**src/rtl/dos_nmi_ctrl_pkg.sv**
```systemverilog
// Shared definitions for the DOS/NMI controller: FSM state codes (also used for
// port readback) and parameter defaults.
package dos_nmi_ctrl_pkg;

  typedef enum logic [1:0] {
    ST_IDLE    = 2'b00,
    ST_REQ     = 2'b01,
    ST_ACTIVE  = 2'b10,
    ST_RELEASE = 2'b11
  } nmi_state_e;

  localparam logic [15:0] NMI_VEC_DEFAULT    = 16'h0066;
  localparam int          M1_TIMEOUT_DEFAULT = 32;
  localparam int          M1_CNT_W           = 6;

endpackage

```
**src/rtl/dos_nmi_ctrl_z80_m1_detect.sv**
```systemverilog
// Z80 opcode-fetch detector: m1_n is sampled on zpos and mreq_n on zneg; o_m1f
// pulses for one fclk on the zneg where MREQ first goes active during M1.
module z80_m1_detect (
  input  logic i_clk,
  input  logic i_rst_n,
  input  logic i_zpos,
  input  logic i_zneg,
  input  logic i_m1_n,
  input  logic i_mreq_n,
  output logic o_m1f
);

  logic r_m1_n_reg;
  logic r_mreq_n_reg;

  always_ff @(posedge i_clk or negedge i_rst_n) begin
    if (!i_rst_n) begin
      r_m1_n_reg   <= 1'b1;
      r_mreq_n_reg <= 1'b1;
    end else begin
      if (i_zpos) r_m1_n_reg   <= i_m1_n;
      if (i_zneg) r_mreq_n_reg <= i_mreq_n;
    end
  end

  assign o_m1f = i_zneg & ~r_m1_n_reg & ~i_mreq_n & r_mreq_n_reg;

endmodule

```
**src/rtl/dos_nmi_ctrl.sv**
```systemverilog
// Global DOS flag and NMI service FSM for the Z80 memory pagers; all outputs are
// registered on fclk.
module dos_nmi_ctrl
  import dos_nmi_ctrl_pkg::*;
#(
  parameter int          M1_TIMEOUT = M1_TIMEOUT_DEFAULT,
  parameter logic [15:0] NMI_VEC    = NMI_VEC_DEFAULT
) (
  input  logic        i_fclk,
  input  logic        i_rst_n,
  input  logic        i_zpos,
  input  logic        i_zneg,
  input  logic [15:0] i_za,
  input  logic        i_m1_n,
  input  logic        i_mreq_n,
  input  logic [3:0]  i_dos_turn_on,
  input  logic [3:0]  i_dos_turn_off,
  input  logic        i_cpm_n,
  input  logic        i_nmi_button,
  input  logic        i_nmi_exit_stb,
  output logic        o_dos,
  output logic        o_in_nmi,
  output logic        o_nmi_n,
  output logic [1:0]  o_state_rd
);

  localparam logic [M1_CNT_W-1:0] LP_TIMEOUT = M1_CNT_W'(M1_TIMEOUT);
  localparam logic [M1_CNT_W-1:0] LP_REL_ZPOS_LAST = M1_CNT_W'(1);

  nmi_state_e          r_state;
  nmi_state_e          w_state_next;
  logic [M1_CNT_W-1:0] r_cnt;
  logic [M1_CNT_W-1:0] w_cnt_next;
  logic [M1_CNT_W-1:0] w_cnt_inc;
  logic                r_btn_prev;
  logic                w_btn_rise;
  logic                w_m1f;
  logic                r_dos;
  logic                r_in_nmi;
  logic                r_nmi_n;

  z80_m1_detect u_m1_detect (
    .i_clk    (i_fclk),
    .i_rst_n  (i_rst_n),
    .i_zpos   (i_zpos),
    .i_zneg   (i_zneg),
    .i_m1_n   (i_m1_n),
    .i_mreq_n (i_mreq_n),
    .o_m1f    (w_m1f)
  );

  always_ff @(posedge i_fclk or negedge i_rst_n) begin
    if (!i_rst_n) begin
      r_dos <= 1'b1;
    end else if (!i_cpm_n || (|i_dos_turn_on)) begin
      r_dos <= 1'b1;
    end else if (|i_dos_turn_off) begin
      r_dos <= 1'b0;
    end
  end

  assign w_cnt_inc  = r_cnt + M1_CNT_W'(1);
  assign w_btn_rise = i_nmi_button & ~r_btn_prev;

  // r_cnt counts M1 fetches in REQ and consecutive button-low zpos in RELEASE.
  always_comb begin
    w_state_next = r_state;
    w_cnt_next   = r_cnt;
    case (r_state)
      ST_IDLE: begin
        if (w_btn_rise) begin
          w_state_next = ST_REQ;
          w_cnt_next   = '0;
        end
      end
      ST_REQ: begin
        if (w_m1f) begin
          w_cnt_next = w_cnt_inc;
          if (i_za == NMI_VEC) begin
            w_state_next = ST_ACTIVE;
          end else if (w_cnt_inc == LP_TIMEOUT) begin
            w_state_next = ST_IDLE;
          end
        end
      end
      ST_ACTIVE: begin
        if (i_nmi_exit_stb) begin
          w_state_next = ST_RELEASE;
          w_cnt_next   = '0;
        end
      end
      ST_RELEASE: begin
        if (i_zpos) begin
          if (i_nmi_button) begin
            w_cnt_next = '0;
          end else if (r_cnt == LP_REL_ZPOS_LAST) begin
            w_state_next = ST_IDLE;
            w_cnt_next   = '0;
          end else begin
            w_cnt_next = w_cnt_inc;
          end
        end
      end
      default: begin
        w_state_next = ST_IDLE;
        w_cnt_next   = '0;
      end
    endcase
  end

  // Button history resets high so a press held through reset is not an edge.
  always_ff @(posedge i_fclk or negedge i_rst_n) begin
    if (!i_rst_n) begin
      r_state    <= ST_IDLE;
      r_cnt      <= '0;
      r_btn_prev <= 1'b1;
      r_in_nmi   <= 1'b0;
      r_nmi_n    <= 1'b1;
    end else begin
      r_state    <= w_state_next;
      r_cnt      <= w_cnt_next;
      r_btn_prev <= i_nmi_button;
      r_in_nmi   <= (w_state_next == ST_ACTIVE);
      r_nmi_n    <= (w_state_next != ST_REQ);
    end
  end

  assign o_dos      = r_dos;
  assign o_in_nmi   = r_in_nmi;
  assign o_nmi_n    = r_nmi_n;
  assign o_state_rd = r_state;

endmodule

```
**config.mk**
```make
export PLATFORM = sky130hd
export DESIGN_NAME = dos_nmi_ctrl
export DESIGN_NICKNAME = d
export VERILOG_FILES = /design/src/rtl/dos_nmi_ctrl_pkg.sv /design/src/rtl/dos_nmi_ctrl_z80_m1_detect.sv /design/src/rtl/dos_nmi_ctrl.sv
export SDC_FILE = /design/constraint.sdc
export NUM_CORES = 1
export LEC_CHECK = 0
export ABC_AREA = 1
export BUFFER_PORTS_ARGS = -buffer_cell sky130_fd_sc_hd__buf_2
export CORE_MARGIN = 2
export CORE_UTILIZATION = 30
export DETAILED_ROUTE_END_ITERATION = 12
export SLEW_MARGIN = 10
export SYNTH_ARGS = -nofsm -noshare
export SYNTH_HDL_FRONTEND = slang
export SYNTH_HIERARCHICAL = 1
export SYNTH_SLANG_ARGS = --single-unit
```
**constraint.sdc**
```tcl
create_clock -name i_fclk -period 2.05 [get_ports i_fclk]
set_clock_uncertainty 0.15 [all_clocks]
set_input_delay 0.41 -clock i_fclk [delete_from_list [all_inputs] [get_ports i_fclk]]
set_output_delay 0.41 -clock i_fclk [all_outputs]
set_load 0.03 [all_outputs]
```
==> results of run 1 <==
[logic make-up after synthesis]
logic type      count (synthesis)  share of synthesized area (%)
buf+inv                        20                           9.48
fa+ha+maj                       2                           2.87
compound gates                 13                           10.6
simple gates                   72                           36.1
flops                          14                           40.9
[placed cells by master (no fill, tap or decap), types with 2 or more instances in the layout]
master	Yosys	layout
dfstp_2	5	5
buf_2	0	37
inv_2	3	3
nor2_1	20	20
inv_1	15	15
o21ai_1	4	4
a21oi_1	2	2
nor2_2	3	3
nand2_1	29	29
ha_1	2	2
o22ai_2	2	2
clkbuf_4	0	3
nand3_1	16	16
dfrtp_1	9	9
[area by class of cell]
cell class | count | share of cell area, %
sequential | 14 | 31.4
multi-input combinational | 87 | 38.0
clock buffer | 4 | 3.19
timing repair buffer | 39 | 17.8
tap | 31 | 3.41
inverter | 19 | 6.27
[layer usage]
layer  up-vias  global-route usage [%]  part of all wire, %
li1        471                       -                    -
met1       420                    15.6                   44
met2        19                    24.4                   50
met3         2                    2.23                  4.9
met4         0                    5.98                  1.2
met5         -                       0                    0
[report_power, final]
part	switching (mW)	internal, mW	leakage, nW
Sequential	0.0760	0.346	0.168
Combinational	0.220	0.147	0.419
Clock	0.0898	0.108	0.0210
[timing repair]
item / in CTS / in global routing
gates resized for setup: 0 / 0
hold endpoints to repair: 9 / 0
hold buffers: 1 / 0
buffers inserted: 0 / 0
[how the worst max path moves through the flow]
stage | start | end | slack, ns | cells past startpoint
global route | u_m1_detect/r_mreq_n_reg$_DFFE_PN1P_ | r_cnt[4]$_DFFE_PN0P_ | 0.16 | 9
CTS | u_m1_detect/r_mreq_n_reg$_DFFE_PN1P_ | r_cnt[5]$_DFFE_PN0P_ | 0.33 | 9
floorplan | o_state_rd[0]$_DFF_PN0_ | r_cnt[2]$_DFFE_PN0P_ | 0.51 | 8
detailed placement | i_mreq_n | r_cnt[2]$_DFFE_PN0P_ | 0.32 | 11
finish | r_cnt[0]$_DFFE_PN0P_ | o_in_nmi$_DFF_PN0_ | 0.35 | 10
global placement | i_mreq_n | r_cnt[2]$_DFFE_PN0P_ | 0.33 | 11
[metrics by stage]
stage | setup WS (ns) | util, % | instances
after floorplan | 0.507 | - | 121
after global routing | 0.163 | 41.2 | 194
after detailed placement | 0.317 | 39.6 | 189
after global placement | 0.330 | 39.6 | 189
after CTS | 0.335 | 41.2 | 194
final | 0.347 | 41.2 | 194
==> metrics.md, run 1 <==
| Metric | Value |
|---|---|
| Die H | 57.9 µm |
| Via count | 912 |
| GPL Wtd Cong | 0.827 |
| Slew HR | 75.7% |
| Total power | 987 µW |
| Routed WL | 1980 µm |
| Kind of critical path | flip-flop to flip-flop |
| Max FFs per register | 6 |
| #FFs+latches synth | 14 |
| Core area | 2760 µm² |
| Most frequent cells after synthesis | nand2_1 (29), nor2_1 (20), nand3_1 (16), inv_1 (15), dfrtp_1 (9) |
| Worst slew pin tran | 0.360 ns |
| Root buffer cell | clkbuf_4 |
| Synthesis-to-layout area growth | 30.6% |
| Reg-to-reg critical path endpoint | o_in_nmi$_DFF_PN0_ |
| Hpwl dp | 1660 µm |
| Diode count | 0 |
| Synth unique cells | 23 |
| Hold_ws | 0.105 ns |
| Multi-input gate area | 432 µm² |
| Layout cells sized above 1 | 35.6% |
| Crit-path slowest cell | dfrtp_1 |
| Reg clk slew, reported paths | 0.09 ns |
| Worst hold stages | 1 |
| Cell with the most instances after synthesis | nand2_1 |
| Data arrival, critical path | 1.76 ns |
| Fillers | 297 |
| Buf/Inv on CP | 1 |
| Synth Warn # | 6 |
| Worst IR Drop VDD | 0.439 mV |
| Max cap viols | 0 |
| Num CTS Buffers | 3 |
| RSZ-0062 raised after global routing | false |
| Top post-synthesis cells by area | dfrtp_1 (26%), dfstp_2 (15%), nand2_1 (13%) |
| Fin. max-slew vios | 0 |
| Worst EP required | 2.11 ns |
| Fmax | 587 MHz |
| Hold WC Path Type | input pin to flip-flop |
| Post-synthesis async set-or-reset flop share | 100% |
| LEAKAGE | 0.607 nW |
| Post-synth EDFFs | 0 |
| WL/cell | 10.2 µm |
| # H-tree levels | 1 |
| Cell Area, Synth | 871 µm² |
| Reg2reg path depth | 10 |
| Sink Count | 14 |
| Sequential cell area | 357 µm² |
| Clk buf depth | 2 |
| Most flop-heavy register | r_cnt |
| Worst-path maximum fanout | 6 |
| Nets | 199 |
| Period utilization | 83.1% |
| Critical path endpoint category | flip-flop |
| Post-route DRC | 0 |
| Initial Util | 31.6% |
| Crit path max-delay family | simple AND/OR/NAND/NOR gates |
| First-pass GRT wire length | 3520 µm |
| Placed cell area | 1090 µm² |
| Kind of start point of the critical path | flip-flop |
| Remaining antenna violation count after routing | 0 |
| Share of the yosys chip area belonging to registers | 40.9% |
| Synth area leader | dfrtp_1 |
| # rows | 19 |
| Predominant post-synthesis flop cell | dfrtp_1 |
| Die width | 57.9 µm |
| Worst reg2reg setup slack | 0.35 ns |
| Most Frequent Cell on Critical Path | nand2_1 |
| Worst min-delay path startpoint | i_nmi_button |
| Crit-path cells | ha_1, nand2_1, clkinv_1, nand3_1, nand2_1, nor2_1, nand2_1, nand2_1, nand4_2, nor2_2 |
| IO buf count | 37 |
| Pre-Repair DR Iteration Count | 3 |
| Min-Delay Endpoint | r_btn_prev$_DFF_PN1_ |
| Largest net degree at the start of global routing | 15 |
| CTS tree | done |
| Post-synth top area share | 25.9% |
| Mapped Avg Cell Area | 7.20 µm² |
| Global route overflow | 0 |
| Via/cell ratio | 4.70 |
| Net count after synthesis | 156 |
| Post-route cell area | 1140 µm² |
| Setup-failing EPs final | 0 |
| PwrDens | 868 nW/µm² |
| Die ar. | 3350 µm² |
| I/O Pins | 38 |
| Setup tns final | 0 ns |
| Worst stage delay on the critical path | 0.45 ns |
| RR Startpoint | r_cnt[0]$_DFFE_PN0P_ |
| Post-Synthesis Cells | 121 |
| Initial antenna violation count | 0 |
| GRT Total Usage | 13.5% |
| Worst-Skew Late Latency | 0.27 ns |
| Final Hold Violating Endpoints | 0 |
| Outcome | complete, no violations |
| Final min period | 1.70 ns |
| Vias in the first global route | 890 |
| Initial DRC Count | 9 |
(Power assumes the default switching activity.)
==> run 2: changes to the inputs <==
==> constraint.sdc (replaced) <==
create_clock -name i_fclk -period 1.8 [get_ports i_fclk]
set_clock_uncertainty 0.15 [all_clocks]
set_input_delay 0.36 -clock i_fclk [delete_from_list [all_inputs] [get_ports i_fclk]]
set_output_delay 0.36 -clock i_fclk [all_outputs]
set_load 0.03 [all_outputs]
==> run 2 against run 1 <==
Net effect: cell area grew 0.99%; highest routed layer unchanged; via count grew 0.33%; power grew 15%; combinational power grew 16%; worst hold slack lost 0.049 ns; sequential share of layout area shrank 0.20 points; worst setup slack lost 0.23 ns; critical path depth is the same.
==> metrics.md, run 2 (synthesized netlist as in run 1, its figures left out) <==
| Metric | Value |
|---|---|
| Outcome | complete, no violations (unchanged) |
| Postcts setup bufs | 0 (unchanged) |
| Buf/Inv on CP | 1 (unchanged) |
| Layout cells sized above 1 | 37.2% (was 35.6%) |
| Commonest non-fill, non-tap cell in the layout | buf_2 (unchanged) |
| Fin. max-slew vios | 0 (unchanged) |
| I/O Pins | 38 (unchanged) |
| Final core occ | 41.7% (was 41.2%) |
| Worst hold stages | 1 (unchanged) |
| Clk buf depth | 2 (unchanged) |
| Clock power share | 20.0% (about the same) |
| Diode count | 0 (unchanged) |
| Crit. path cell count | 10 (unchanged) |
| GPL Wtd Cong | 0.842 (was 0.827) |
| Synthesis-to-layout area growth | 31.9% (was 30.6%) |
| Reg2reg path depth | 10 (unchanged) |
| Max FFs per register | 6 (unchanged) |
| IO buf count | 37 (unchanged) |
| WL/cell | 10.5 µm (was 10.2 µm) |
| P_sw | 442 µW (was 386 µW) |
| Root buffer cell | clkbuf_4 (unchanged) |
| Initial Util | 31.6% (unchanged) |
| Worst slew pin tran | 0.331 ns (was 0.360 ns) |
| Crit-path slowest cell | dfrtp_2 (was dfrtp_1) |
| Switch share | 38.9% (was 39.1%) |
| Num CTS Buffers | 3 (unchanged) |
| # rows | 19 (unchanged) |
| Remaining antenna violation count after routing | 0 (unchanged) |
| Sequential share of power | 42.5% (was 42.8%) |
| Die width | 57.9 µm (unchanged) |
| Vias in the first global route | 903 (was 890) |
| Pre-Repair DR Iteration Count | 4 (was 3) |
| Via/cell ratio | 4.69 (was 4.70) |
| Data arrival, critical path | 1.75 ns (was 1.76 ns) |
| Worst stage delay on the critical path | 0.46 ns (was 0.45 ns) |
| Slew HR | 77.6% (was 75.7%) |
| Kind of start point of the critical path | flip-flop (unchanged) |
| Nets | 200 (was 199) |
| CTS tree | done (unchanged) |
| Internal Power | 695 µW (was 601 µW) |
| Crit-path cells | ha_1, nand2_1, clkinv_1, nand3_1, nand2_1, nor2_1, nand2_1, nand2_1, nand4_2, nor2_2 (unchanged) |
| Hold WC Path Type | input pin to flip-flop (unchanged) |
| Kind of critical path | flip-flop to flip-flop (unchanged) |
| Final min period | 1.68 ns (was 1.70 ns) |
| Hpwl dp | 1680 µm (was 1660 µm) |
| Hold_ws | 0.0560 ns (was 0.105 ns) |
| GRT Total Usage | 13.8% (was 13.5%) |
| Die H | 57.9 µm (unchanged) |
| Reg clk slew, reported paths | 0.09 ns (about the same) |
| # H-tree levels | 1 (unchanged) |
| Initial antenna violation count | 0 (unchanged) |
| Fillers | 312 (was 297) |
| Die ar. | 3350 µm² (unchanged) |
| Largest net degree at the start of global routing | 15 (unchanged) |
| Via count | 915 (was 912) |
| Setup-failing EPs final | 0 (unchanged) |
| Setup tns final | 0 ns (unchanged) |
| Most frequent cells in the layout | buf_2 (37), nand2_1 (29), nor2_1 (19), nand3_1 (16), inv_1 (15) (was buf_2 (37), nand2_1 (29), nor2_1 (20), nand3_1 (16), inv_1 (15)) |
| Critical path endpoint category | flip-flop (unchanged) |
| Comb pwr share | 37.5% (was 37.2%) |
| LEAKAGE | 0.611 nW (was 0.607 nW) |
| Initial DRC Count | 11 (was 9) |
| Worst EP required | 1.86 ns (was 2.11 ns) |
| Worst IR Drop VDD | 0.453 mV (was 0.439 mV) |
| Final Hold Violating Endpoints | 0 (unchanged) |
| Period utilization | 93.6% (was 83.1%) |
| Post-route DRC | 0 (unchanged) |
| Sink Count | 14 (unchanged) |
| PwrDens | 990 nW/µm² (was 868 nW/µm²) |
| Most flop-heavy register | r_cnt (unchanged) |
| Global route overflow | 0 (unchanged) |
| Worst-Skew Late Latency | 0.28 ns (was 0.27 ns) |
| Worst-path maximum fanout | 6 (unchanged) |
| Max cap viols | 0 (unchanged) |
| Routed WL | 2050 µm (was 1980 µm) |
| Fmax | 594 MHz (was 587 MHz) |
| First-pass GRT wire length | 3590 µm (was 3520 µm) |
| Core area | 2760 µm² (unchanged) |
| Most Frequent Cell on Critical Path | nand2_1 (unchanged) |
| Crit path max-delay family | simple AND/OR/NAND/NOR gates (unchanged) |
| RSZ-0062 raised after global routing | false (unchanged) |
-- run 2: cell count changes in the layout (fill, tap and decap cells not counted), sizes merged --
cell	previous run	this run
buf	38	39
-- run 2: worst paths after layout --
path	start	end	slack [ns]
max	r_cnt[0]$_DFFE_PN0P_	o_in_nmi$_DFF_PN0_	0.12
min	i_nmi_button	r_btn_prev$_DFF_PN1_	0.06
max reg2reg	r_cnt[0]$_DFFE_PN0P_	o_in_nmi$_DFF_PN0_	0.12
min reg2reg	u_m1_detect/r_mreq_n_reg$_DFFE_PN1P_	u_m1_detect/r_mreq_n_reg$_DFFE_PN1P_	0.32
max in group asynchronous	i_rst_n	o_nmi_n$_DFF_PN1_	0.86
min in group asynchronous	i_rst_n	r_cnt[2]$_DFFE_PN0P_	0.35
-- run 2: layout make-up --
| type | instances | area (µm²) | area share, % |
|---|---|---|---|
| timing repair buffer | 40 | 210 | 18.3 |
| clock buffer | 4 | 36.3 | 3.16 |
| tap | 31 | 38.8 | 3.38 |
| inverter | 19 | 71.3 | 6.21 |
| sequential | 14 | 358 | 31.2 |
| multi-input combinational | 87 | 434 | 37.8 |
-- run 2: worst reg2reg max path, delay by kind of cell, from the launching register on --
kind	cells	cell delay, ns
simple gates	8	0.70
flops	1	0.46
fa+ha+maj	1	0.24
buf+inv	1	0.08
-- run 2: layer usage --
metal  routed length, µm  share of wire, %  vias to the layer above  GRT usage (%)
met3                 139               6.8                        4           2.68
li1                    -                 -                      475              -
met2                1010                49                       27           24.7
met4                  32               1.6                        0           6.98
met5                   0                 0                        -              0
met1                 868                42                      409           15.4
-- run 2: what timing repair did --
item	CTS	global route
setup endpoints to repair	0	4
hold buffers	1	0
gates resized for setup	0	2
hold endpoints to repair	9	0
-- run 2: through the flow --
| stage | total power, mW | instance area [µm²] | std cells | setup WS (ns) |
|---|---|---|---|---|
| after floorplan | 0.782 | 871 | 121 | 0.257 |
| after global routing | 1.24 | 1150 | 195 | 0.000768 |
| final | 1.14 | 1150 | 195 | 0.115 |
| after global placement | 0.902 | 1100 | 190 | 0.150 |
| after detailed placement | 0.911 | 1100 | 190 | 0.121 |
| after CTS | 1.15 | 1140 | 195 | 0.102 |
-- run 2: power by group through the flow --
| stage | logic [mW] | registers (mW) | clock network, mW |
|---|---|---|---|
| floorplan | 0.292 | 0.490 | 0 |
| global placement | 0.422 | 0.480 | 0 |
| detailed placement | 0.427 | 0.484 | 0 |
| CTS | 0.429 | 0.479 | 0.241 |
| global route | 0.488 | 0.495 | 0.253 |
| finish | 0.427 | 0.483 | 0.227 |
==> run 3: changes to the inputs <==
--- a/config.mk
+++ b/config.mk
@@ -7,6 +7,7 @@
 export LEC_CHECK = 0
 export ABC_AREA = 1
 export BUFFER_PORTS_ARGS = -buffer_cell sky130_fd_sc_hd__buf_2
+export CORE_ASPECT_RATIO = 0.6
 export CORE_MARGIN = 2
 export CORE_UTILIZATION = 30
 export DETAILED_ROUTE_END_ITERATION = 12
==> run 3 against run 2 <==
Net effect: cell area rose by 5.9%; utilization is 1.5 points higher; wire length grew 5.4%; worst setup slack worse by 0.011 ns; register-to-register slack barely moved; final cell count increased by 2.6%; critical path depth decreased by 1; clock power increased by 38%; sequential share of layout area is 1.7 points lower; via count decreased by 0.44%; flip-flop and latch count did not move; combinational power rose by 17%; critical path type unchanged.
==> metrics.md, run 3 (synthesized netlist as in run 1, its figures left out) <==
| Metric | Value |
|---|---|
| Worst-Skew Late Latency | 0.25 ns (was 0.28 ns) |
| Synthesis-to-layout area growth | 39.7% (was 31.9%) |
| Clk buf depth | 2 (unchanged) |
| Worst stage delay on the critical path | 0.53 ns (was 0.46 ns) |
| Setup ws final | 0.105 ns (was 0.115 ns) |
| RR Startpoint | u_m1_detect/r_mreq_n_reg$_DFFE_PN1P_ (was r_cnt[0]$_DFFE_PN0P_) |
| Root buffer cell | clkbuf_8 (was clkbuf_4) |
| Setup tns final | 0 ns (unchanged) |
| Core area | 2820 µm² (was 2760 µm²) |
| CP startpoint | u_m1_detect/r_mreq_n_reg$_DFFE_PN1P_ (was r_cnt[0]$_DFFE_PN0P_) |
| Reg clk slew, reported paths | 0.06 ns (was 0.09 ns) |
| Crit. path cell count | 9 (was 10) |
| Top Layer Used | met4 (unchanged) |
| Placed insts | 193 (was 190) |
| Reg-to-reg critical path endpoint | r_cnt[0]$_DFFE_PN0P_ (was o_in_nmi$_DFF_PN0_) |
| Worst IR Drop VDD | 0.613 mV (was 0.453 mV) |
| Pre-CTS setup slack | 0.0918 ns (was 0.121 ns) |
| Crit-path slowest cell | dfstp_2 (was dfrtp_2) |
| Period utilization | 94.2% (was 93.6%) |
| I/O Pins | 38 (unchanged) |
| CTS tree | done (unchanged) |
| Critical path endpoint category | flip-flop (unchanged) |
| # rows | 15 (was 19) |
| Hpwl dp | 1710 µm (was 1680 µm) |
| Initial Util | 30.9% (was 31.6%) |
| Worst EP required | 1.83 ns (was 1.86 ns) |
| Kind of critical path | flip-flop to flip-flop (unchanged) |
| Routed WL | 2160 µm (was 2050 µm) |
| Met2 wire length | 914 µm (was 1010 µm) |
| Largest net degree at the start of global routing | 15 (unchanged) |
| First-pass GRT wire length | 3490 µm (was 3590 µm) |
| IO buf count | 37 (unchanged) |
| Max FFs per register | 6 (unchanged) |
| GPL Wtd Cong | 0.840 (was 0.842) |
| CP endpoint | r_cnt[0]$_DFFE_PN0P_ (was o_in_nmi$_DFF_PN0_) |
| Met3 WL | 148 µm (was 139 µm) |
| Most flop-heavy register | r_cnt (unchanged) |
| Final Hold Violating Endpoints | 0 (unchanged) |
| Fmax | 590 MHz (was 594 MHz) |
| Die ar. | 3360 µm² (was 3350 µm²) |
| LEAKAGE | 0.632 nW (was 0.611 nW) |
| Pre-Repair DR Iteration Count | 4 (unchanged) |
| WL/cell | 10.8 µm (was 10.5 µm) |
| Finished Layout Cells | 200 (was 195) |
| Nets | 202 (was 200) |
| Crit-path cells | nand2_1, nor2_2, inv_1, nand2_2, o31ai_2, nor2_2, buf_4, nand3_1, nand2_1 (was ha_1, nand2_1, clkinv_1, nand3_1, nand2_1, nor2_1, nand2_1, nand2_1, nand4_2, nor2_2) |
| Sink Count | 14 (unchanged) |
| Worst-path maximum fanout | 5 (was 6) |
| Slew HR | 78.8% (was 77.6%) |
| Fillers | 316 (was 312) |
| Max cap viols | 0 (unchanged) |
| GRT Total Usage | 13.7% (was 13.8%) |
| Final min period | 1.70 ns (was 1.68 ns) |
| Kind of start point of the critical path | flip-flop (unchanged) |
| Initial antenna violation count | 0 (unchanged) |
| Post-route DRC | 0 (unchanged) |
| Die H | 45.7 µm (was 57.9 µm) |
| Worst reg2reg setup slack | 0.10 ns (was 0.12 ns) |
| Met1 WL | 1100 µm (was 868 µm) |
| Via count | 911 (was 915) |
| Buf/Inv on CP | 2 (was 1) |
| Most frequent cells in the layout | buf_2 (37), nand2_1 (27), nor2_1 (17), nand3_1 (16), inv_1 (15) (was buf_2 (37), nand2_1 (29), nor2_1 (19), nand3_1 (16), inv_1 (15)) |
| Via/cell ratio | 4.56 (was 4.69) |
| Diode count | 0 (unchanged) |
| Layout cells sized above 1 | 42.2% (was 37.2%) |
| Global route overflow | 0 (unchanged) |
| Crit path max-delay family | simple AND/OR/NAND/NOR gates (unchanged) |
| Fin. max-slew vios | 0 (unchanged) |
| Setup-failing EPs final | 0 (unchanged) |
| Initial DRC Count | 50 (was 11) |
| Total power | 1.30 mW (was 1.14 mW) |
| Num CTS Buffers | 3 (unchanged) |
| Remaining antenna violation count after routing | 0 (unchanged) |
| Worst slew pin tran | 0.314 ns (was 0.331 ns) |
| Vias in the first global route | 834 (was 903) |
| Reg2reg path depth | 9 (was 10) |
| Outcome | complete, no violations (unchanged) |
| # H-tree levels | 1 (unchanged) |
| Die width | 73.6 µm (was 57.9 µm) |
| Data arrival, critical path | 1.73 ns (was 1.75 ns) |
| Hold WC Path Type | input pin to flip-flop (unchanged) |
| PwrDens | 1070 nW/µm² (was 990 nW/µm²) |
| Commonest non-fill, non-tap cell in the layout | buf_2 (unchanged) |
[run 3: how the worst min path moves through the flow]
stage / cells past startpoint / start / slack, ns / end
after detailed placement: 1 / i_rst_n / 0.13 / o_in_nmi$_DFF_PN0_
after global routing: 1 / i_nmi_button / 0.09 / r_btn_prev$_DFF_PN1_
final: 1 / i_nmi_button / 0.09 / r_btn_prev$_DFF_PN1_
after floorplan: 0 / i_rst_n / -0.09 / o_in_nmi$_DFF_PN0_
after CTS: 1 / i_nmi_button / 0.09 / r_btn_prev$_DFF_PN1_
after global placement: 1 / i_rst_n / 0.13 / o_in_nmi$_DFF_PN0_
[run 3: final cells by class]
class	count	area, µm²	share of cell area [%]
clock buffer	4	55.1	4.53
inverter	19	71.3	5.86
multi-input combinational	87	460	37.9
sequential	14	358	29.4
tap	34	42.5	3.50
timing repair buffer	42	229	18.8
[run 3: through the flow]
step / hold slack [ns] / utilization [%] / area (µm²)
floorplan: -0.0856 / - / 871
global placement: 0.126 / 39.2 / 1100
detailed placement: 0.129 / 39.2 / 1100
CTS: 0.0891 / 41.5 / 1170
global route: 0.0851 / 43.2 / 1220
finish: 0.0908 / 43.2 / 1220
[run 3: per-layer routing]
layer,vias up,track usage (%)
li1,480,-
met1,395,19.2
met2,34,20.9
met3,2,5.09
met4,0,1.45
met5,-,0
[run 3: repair_timing]
item	CTS	global route
hold buffers	1	0
setup endpoints to repair	0	9
hold endpoints to repair	9	0
buffers inserted	0	2
gates resized for setup	0	12
[run 3: where the power goes]
part,switching (mW),internal (mW)
sequential,0.0884,0.397
clock,0.120,0.194
combinational,0.285,0.213
